**src/rtl/mult_div_unit.sv**
```systemverilog
// mult_div_unit: iterative 32-bit MULT/MULTU/DIV/DIVU unit owning the HI/LO registers
module mult_div_unit #(
    parameter int XLEN = 32
) (
    input  logic            clk,
    input  logic            reset_n,
    input  logic            start,
    input  logic [1:0]      op,
    input  logic [XLEN-1:0] A,
    input  logic [XLEN-1:0] B,
    input  logic            mthi,
    input  logic            mtlo,
    input  logic [XLEN-1:0] wdata,
    output logic [XLEN-1:0] hi,
    output logic [XLEN-1:0] lo,
    output logic            busy,
    output logic            done
);
    typedef enum logic [1:0] {IDLE, ITER, FIX} state_t;
    state_t state;
    logic [4:0] cnt;
    logic [2*XLEN-1:0] acc;
    logic [XLEN-1:0] ma, mb;
    logic sa, sb, is_div;
    logic [XLEN-1:0] abs_a, abs_b;
    logic [XLEN:0] madd, diff;
    logic [2*XLEN-1:0] mul_nxt, div_nxt, mul_res;
    logic [XLEN-1:0] res_hi, res_lo;
    logic div0;
    assign abs_a = (op[0] && A[XLEN-1]) ? -A : A;
    assign abs_b = (op[0] && B[XLEN-1]) ? -B : B;
    // Multiply: acc = {partial product, remaining multiplier bits}; ma is the multiplicand
    assign madd = {1'b0, acc[2*XLEN-1:XLEN]} + {1'b0, ma};
    assign mul_nxt = acc[0] ? {madd, acc[XLEN-1:1]} : {1'b0, acc[2*XLEN-1:1]};
    // Divide: acc = {partial remainder, dividend/quotient bits}; mb is the divisor
    assign diff = acc[2*XLEN-1:XLEN-1] - {1'b0, mb};
    assign div_nxt = diff[XLEN] ? {acc[2*XLEN-2:0], 1'b0}
                                : {diff[XLEN-1:0], acc[XLEN-2:0], 1'b1};
    assign div0 = is_div && (mb == '0);
    assign mul_res = (sa ^ sb) ? -acc : acc;
    // Divide by zero leaves the raw quotient of all ones and returns the original dividend
    assign res_lo = !is_div ? mul_res[XLEN-1:0] : div0 ? '1
                  : (sa ^ sb) ? -acc[XLEN-1:0] : acc[XLEN-1:0];
    assign res_hi = !is_div ? mul_res[2*XLEN-1:XLEN] : div0 ? (sa ? -ma : ma)
                  : sa ? -acc[2*XLEN-1:XLEN] : acc[2*XLEN-1:XLEN];
    always_ff @(posedge clk or negedge reset_n) begin
        if (!reset_n) begin
            state  <= IDLE;
            hi     <= '0;
            lo     <= '0;
            busy   <= 1'b0;
            done   <= 1'b0;
            cnt    <= '0;
            acc    <= '0;
            ma     <= '0;
            mb     <= '0;
            sa     <= 1'b0;
            sb     <= 1'b0;
            is_div <= 1'b0;
        end else begin
            done <= 1'b0;
            case (state)
                IDLE: begin
                    if (start) begin
                        is_div <= op[1];
                        sa     <= op[0] & A[XLEN-1];
                        sb     <= op[0] & B[XLEN-1];
                        ma     <= abs_a;
                        mb     <= abs_b;
                        acc    <= {{XLEN{1'b0}}, op[1] ? abs_a : abs_b};
                        cnt    <= '0;
                        busy   <= 1'b1;
                        state  <= ITER;
                    end else begin
                        if (mthi) hi <= wdata;
                        if (mtlo) lo <= wdata;
                    end
                end
                ITER: begin
                    acc <= is_div ? div_nxt : mul_nxt;
                    cnt <= cnt + 5'd1;
                    if (cnt == 5'(XLEN-1)) state <= FIX;
                end
                FIX: begin
                    hi    <= res_hi;
                    lo    <= res_lo;
                    done  <= 1'b1;
                    busy  <= 1'b0;
                    state <= IDLE;
                end
                default: state <= IDLE;
            endcase
        end
    end
endmodule
```
**config.mk**
```make
export PLATFORM = sky130hd
export DESIGN_NAME = mult_div_unit
export DESIGN_NICKNAME = d
export VERILOG_FILES = /design/src/rtl/mult_div_unit.sv
export SDC_FILE = /design/constraint.sdc
export NUM_CORES = 1
export LEC_CHECK = 0
export BUFFER_PORTS_ARGS = -buffer_cell sky130_fd_sc_hd__buf_2
export CORE_UTILIZATION = 40
export CTS_BUF_LIST = sky130_fd_sc_hd__clkbuf_4 sky130_fd_sc_hd__clkbuf_8
export DETAILED_ROUTE_END_ITERATION = 8
export PLACE_DENSITY = 0.63
export SLEW_MARGIN = 20
export SYNTH_ARGS = -nofsm -noshare
export SYNTH_HDL_FRONTEND = slang
export SYNTH_SLANG_ARGS = --single-unit
export TNS_END_PERCENT = 1
```
**constraint.sdc**
```tcl
create_clock -name clk -period 7.2 [get_ports clk]
set_input_delay 0.36 -clock clk [delete_from_list [all_inputs] [get_ports clk]]
set_output_delay 0.36 -clock clk [all_outputs]
set_load 0.02 [all_outputs]
```
== Word level (Yosys, flattened, before mapping) ==
Cells that the tools add are included.
Word-level totals
  register bits after elaboration: 204
  input port bits: 103
Cells by class
  add/sub/neg operators: 9
  eq/ne operators: 8
  mux-type cells: 30
  bitwise gates (word level): 3
  reduce and logical (&&, ||, !) cells: 13
Operators with widths (count)
  two-way mux 32 bit: 14
  two-way mux 64 bit: 5
  negation 32 bit: 5
  one-hot mux 32 bit (2 select lines): 2
  one-hot mux 64 bit (2 select lines): 1
  negation 64 bit: 1
  adder 32 x 32 -> 33 bit: 1
  subtractor 33 x 32 -> 33 bit: 1
  zero test 32 bit: 1
  != test 2 bit (second input constant): 5
  one-hot mux 5 bit (2 select lines): 1
  AND reduction 2 bit: 4
  AND reduction 3 bit: 2
  adder 5 x 1 -> 5 bit (second input constant): 1
  equality test 5 bit (second input constant): 1
  two-way mux 5 bit: 1
  two-way mux 2 bit: 2
  one-hot mux 2 bit (2 select lines): 1
  nonzero test 2 bit: 2
  logical AND 1 bit: 3
  bitwise AND 1 bit: 2
  equality test 2 x 1 -> 1 bit (second input constant): 1
  equality test 2 bit (second input constant): 1
  zero test 2 bit: 1
  other kinds (3): 4

== Logic depth before layout (Yosys ltp) ==
  depth in word-level cells: 5
  gate-level depth with buffers: 14
  gate-level depth less buffers: 13

== Least setup slack after synthesis ==
No wires, ideal clock.
  path type: reg2reg
  start: register ma[1]
  end: register hi[30]
  arrival: 3.234 ns
  data required time: 7.062 ns
  path slack: 3.828 ns
  stages on the path, launching flop included: 13
  buffers on the path: 0
  clock period less this slack: 3.372 ns
  cells stage by stage: dfrtp_1 -> inv_1 -> ha_1 -> or3b_2 -> or4_1 -> or4_1 -> nand3b_1 -> nand2b_1 -> o21ai_1 -> xor2_1 -> a21oi_1 -> a222oi_1 -> o21ai_0
On the way
  cells in the longest elaborated chain, start to end: 5
Ends and longest elaborated chain
  start: declaration: line 23  | logic [XLEN-1:0] ma, mb;
  start signal: assignment: line 68  | ma <= abs_a;
  negation 32 bit: line 44  | assign res_hi = !is_div ? mul_res[2*XLEN-1:XLEN] : div0 ? (sa ? -ma : ma)
  two-way mux 32 bit (3 in series): line 44
  one-hot mux 32 bit (2 select lines): line 62  | case (state)
  end signal: assignment: line 75  | if (mthi) hi <= wdata;
  end signal: assignment: line 85  | hi <= res_hi;
  end: declaration: line 14  | output logic [XLEN-1:0] hi,
Every way passes these cells.
A chain may end at the register's enable or synchronous reset.

== Final worst setup path ==
  start: register acc[31]
  end: register acc[60]
On the way
  cells in the longest elaborated chain, start to end: 4
Ends and longest elaborated chain
  start: declaration: line 22  | logic [2*XLEN-1:0] acc;
  start signal: assignment: line 70  | acc <= {{XLEN{1'b0}}, op[1] ? abs_a : abs_b};
  start signal: assignment: line 80  | acc <= is_div ? div_nxt : mul_nxt;
  subtractor 33 x 32 -> 33 bit: line 36  | assign diff = acc[2*XLEN-1:XLEN-1] - {1'b0, mb};
  two-way mux 64 bit: line 37  | assign div_nxt = diff[XLEN] ? {acc[2*XLEN-2:0], 1'b0}
  two-way mux 64 bit: line 80
  one-hot mux 64 bit (2 select lines): line 62
Every way passes these cells.

==> impl_metrics.xml <==
<?xml version="1.0" encoding="UTF-8"?>
<metrics>
  <group name="status">
    <metric name="run_status" unit="">finished, final reports clean</metric>
  </group>
  <group name="sta">
    <metric name="final-max-slew-violation-count" unit="">0</metric>
    <metric name="worst-slew-pin-transition" unit="ns">1.16</metric>
    <metric name="min_period" unit="ns">4.50</metric>
    <metric name="setup_slack" unit="ns">2.70</metric>
    <metric name="fin_skew" unit="ns">0.0317</metric>
    <metric name="hold_violations" unit="">0</metric>
    <metric name="rsz0062_at_grt" unit="">false</metric>
    <metric name="timing.hold.ws" unit="ns">0.0640</metric>
    <metric name="max_slew_margin" unit="%">22.4</metric>
    <metric name="achievable-frequency" unit="MHz">222</metric>
    <metric name="layout_worst_path_cycle_share" unit="%">62.5</metric>
    <metric name="timing.final.setup_violations" unit="">0</metric>
    <metric name="finalSetupTns" unit="ns">0</metric>
  </group>
  <group name="grt">
    <metric name="fraction_of_met3_tracks_used_by_global_routing" unit="%">3.82</metric>
    <metric name="use_met1" unit="%">40.5</metric>
    <metric name="global_route_wire_length_before_repair" unit="mm">98.4</metric>
    <metric name="grt.overflow.total" unit="">0</metric>
    <metric name="grt_usage" unit="%">28.8</metric>
    <metric name="grt_pass1_vias" unit="">16449</metric>
    <metric name="global_route.peak_usage_layer" unit="">met2</metric>
    <metric name="grt_antenna_before_repair" unit="">0</metric>
    <metric name="grt_start_max_net_pins" unit="">119</metric>
    <metric name="gr-usage-met2" unit="%">45.7</metric>
  </group>
  <group name="setup_path">
    <metric name="critPathRequiredTime" unit="ns">7.63</metric>
    <metric name="worstPathMaxFanout" unit="">50</metric>
    <metric name="ff2ff_path_depth" unit="">14</metric>
    <metric name="worst_r2r_endpoint" unit="">acc[60]</metric>
    <metric name="worst_setup_path_end_kind" unit="">flip-flop</metric>
    <metric name="timing.reg2reg.setup_slack" unit="ns">2.70</metric>
    <metric name="cp_slowest_cell" unit="">a31oi_1</metric>
    <metric name="worstPathArrival" unit="ns">4.93</metric>
    <metric name="max_stage_delay" unit="ns">0.50</metric>
    <metric name="critical_path.reg2reg.startpoint" unit="">acc[31]</metric>
    <metric name="cp_cell_sequence" unit="">inv_1 -&gt; ha_1 -&gt; fa_1 -&gt; nand2b_1 -&gt; a21oi_1 -&gt; o2111ai_1 -&gt; o21ai_0 -&gt; a211oi_1 -&gt; a31oi_1 -&gt; xnor2_4 -&gt; buf_4 -&gt; mux2i_1 -&gt; nor2_1 -&gt; a211o_1</metric>
    <metric name="crit_type" unit="">reg -&gt; reg</metric>
    <metric name="start_kind" unit="">flip-flop</metric>
  </group>
  <group name="cts">
    <metric name="post_cts_resized" unit="">0</metric>
    <metric name="cts_tree" unit="">built</metric>
    <metric name="cts_hold_buffers" unit="">1</metric>
    <metric name="cts.sinks" unit="">204</metric>
    <metric name="clkLatencyLatePin" unit="ns">0.56</metric>
    <metric name="cts_setup_buffers" unit="">0</metric>
    <metric name="cts.htree.levels" unit="">2</metric>
    <metric name="clk_pin_slew" unit="ns">0.06</metric>
    <metric name="cts_inserted_buffers" unit="">38</metric>
    <metric name="cts-root-buf" unit="">clkbuf_8</metric>
    <metric name="clock_path_buffers" unit="">3</metric>
  </group>
  <group name="detailed_routing">
    <metric name="dr_wl_cell" unit="um">22.2</metric>
    <metric name="drtPass1Iterations" unit="">5</metric>
    <metric name="drc" unit="">0</metric>
    <metric name="detail-route-antenna-nets" unit="">0</metric>
    <metric name="dr_total_vias" unit="">17474</metric>
    <metric name="via_per_inst" unit="">5.98</metric>
    <metric name="first_iter_violations" unit="">1795</metric>
    <metric name="wirelength" unit="mm">64.8</metric>
  </group>
  <group name="synth">
    <metric name="netlist_instances" unit="">2237</metric>
    <metric name="ys.flop_type" unit="">dfrtp_1</metric>
    <metric name="yosys_warnings" unit="">0</metric>
    <metric name="synth-edff-count" unit="">0</metric>
    <metric name="asyncSetResetFlopFracSynth" unit="%">100</metric>
    <metric name="synth_area_per_cell" unit="sq um">7.81</metric>
    <metric name="yosys.cell_types.count" unit="">79</metric>
    <metric name="ys_ff_latch" unit="">204</metric>
    <metric name="total_nets_after_synthesis" unit="">2413</metric>
    <metric name="netlist_area" unit="sq um">17500</metric>
    <metric name="synth_seq_area_share" unit="%">29.2</metric>
  </group>
  <group name="floorplan">
    <metric name="initial_core_util" unit="%">40.6</metric>
    <metric name="placement_rows" unit="">76</metric>
    <metric name="core-area" unit="sq um">43100</metric>
    <metric name="design.portCount" unit="">169</metric>
    <metric name="die-area" unit="sq um">44500</metric>
    <metric name="die_y" unit="um">211</metric>
    <metric name="floorplan.die.width" unit="um">211</metric>
  </group>
  <group name="finish">
    <metric name="final_cell_mix" unit="">288 x nand2_1, 267 x o21ai_0, 202 x dfrtp_1</metric>
    <metric name="flow.area_growth_from_synthesis" unit="%">11.4</metric>
    <metric name="stdcell_count" unit="">2920</metric>
    <metric name="postLayoutCoreUtil" unit="%">45.2</metric>
    <metric name="final_nets" unit="">2485</metric>
    <metric name="final_design_area_excluding_fillers" unit="sq um">19500</metric>
    <metric name="mostFrequentLayoutCell" unit="">nand2_1</metric>
    <metric name="n_antenna_cell" unit="">0</metric>
    <metric name="final_layout_size_suffix_gt1_share" unit="%">12.6</metric>
    <metric name="fillCellCount" unit="">4339</metric>
  </group>
  <group name="hold_path">
    <metric name="hold-path-cell-count" unit="">3</metric>
    <metric name="worst_hold_path.endpoint" unit="">hi[21]</metric>
    <metric name="hold_path_startpoint" unit="">wdata[21]</metric>
    <metric name="hp-class" unit="">in -&gt; reg</metric>
  </group>
  <group name="place">
    <metric name="post-place-ws" unit="ns">2.81</metric>
    <metric name="post_dp_cell_area" unit="sq um">18600</metric>
    <metric name="weighted_congestion_reported_at_the_end_of_routability_driven_placement" unit="">0.944</metric>
    <metric name="place_hpwl" unit="mm">48.9</metric>
    <metric name="port_buffers" unit="">168</metric>
    <metric name="post-place-cells" unit="">2853</metric>
  </group>
  <group name="run">
    <metric name="max_capacitance_violation_total" unit="">0</metric>
  </group>
  <group name="pwr">
    <metric name="power.leakage" unit="nW">8.34</metric>
    <metric name="fin_total_pwr" unit="mW">11.1</metric>
    <metric name="ir_worst_vdd" unit="V">0.000289</metric>
    <metric name="power.density" unit="nW/um^2">572</metric>
  </group>
</metrics>
-- power breakdown --
part	total, mW	internal [mW]	switching, mW
clock network	1.25	0.727	0.524
registers	2.71	1.72	0.995
logic	7.18	2.83	4.35
-- sequential cells by signal, summed over array words and instances (netlist names), 2 cells and up --
register  flops
mb           32
lo           32
hi           32
cnt           5
ma           32
acc          64
state         2
-- worst max-delay path by stage --
stage	startpoint	end	slack, ns
finish	acc[31]	acc[60]	2.70
CTS	acc[31]	acc[60]	2.77
floorplan	ma[1]	hi[30]	3.83
global route	acc[31]	acc[55]	2.40
detailed placement	acc[31]	acc[60]	2.81
global placement	acc[31]	acc[60]	2.92
-- final cells by class --
cell class / count / area, sq um / area share (%)
Clock buffer: 60 / 744 / 3.82
Clock inverter: 6 / 83.8 / 0.430
Inverter: 65 / 244 / 1.25
Multi-Input combinational cell: 1810 / 11500 / 59.3
Sequential cell: 204 / 5110 / 26.2
Tap cell: 585 / 732 / 3.76
Timing Repair Buffer: 190 / 1020 / 5.24
-- worst max-delay path: cells and delay by family (launching register included) --
kind	cells	cell delay [ns]
compound gates	6	1.96
xor+xnor	1	0.20
simple gates	2	0.27
fa+ha+maj	2	0.66
flops	1	0.47
mux	1	0.25
buf+inv	2	0.58
-- cells by family (layout without fill, tap and decap cells) --
group	Yosys count	in the layout	share of synthesized area, %
AOI/OAI and AO/OA	745	745	25.7
and+or+nand+nor	680	680	18.3
xor gates and xnor gates	233	233	11.7
buffers and inverters	223	321	5.09
DFF	204	204	29.2
muxes	79	79	4.65
adders and majority gates	73	73	5.31
-- layer usage --
metal,share of wire [%],wire length [um]
met2,46,29700
met4,2.7,1770
met5,0,0
met1,45,29000
met3,6.8,4390
-- Yosys cell counts, types with 25 or more instances --
library cell	number	area [sq um]
xnor2_1	122	1070
a21oi_1	199	996
dfrtp_1	204	5100
nand2_1	288	1080
ha_1	71	888
nor3_1	26	130
o211ai_1	43	323
o21ai_0	267	1340
xor2_1	110	963
o22ai_1	35	219
nand3_1	25	125
mux2i_1	74	741
inv_1	65	244
nand2b_1	39	244
clkbuf_1	130	488
o31ai_1	35	263
nor2_1	149	559
(Power assumes the default switching activity.)
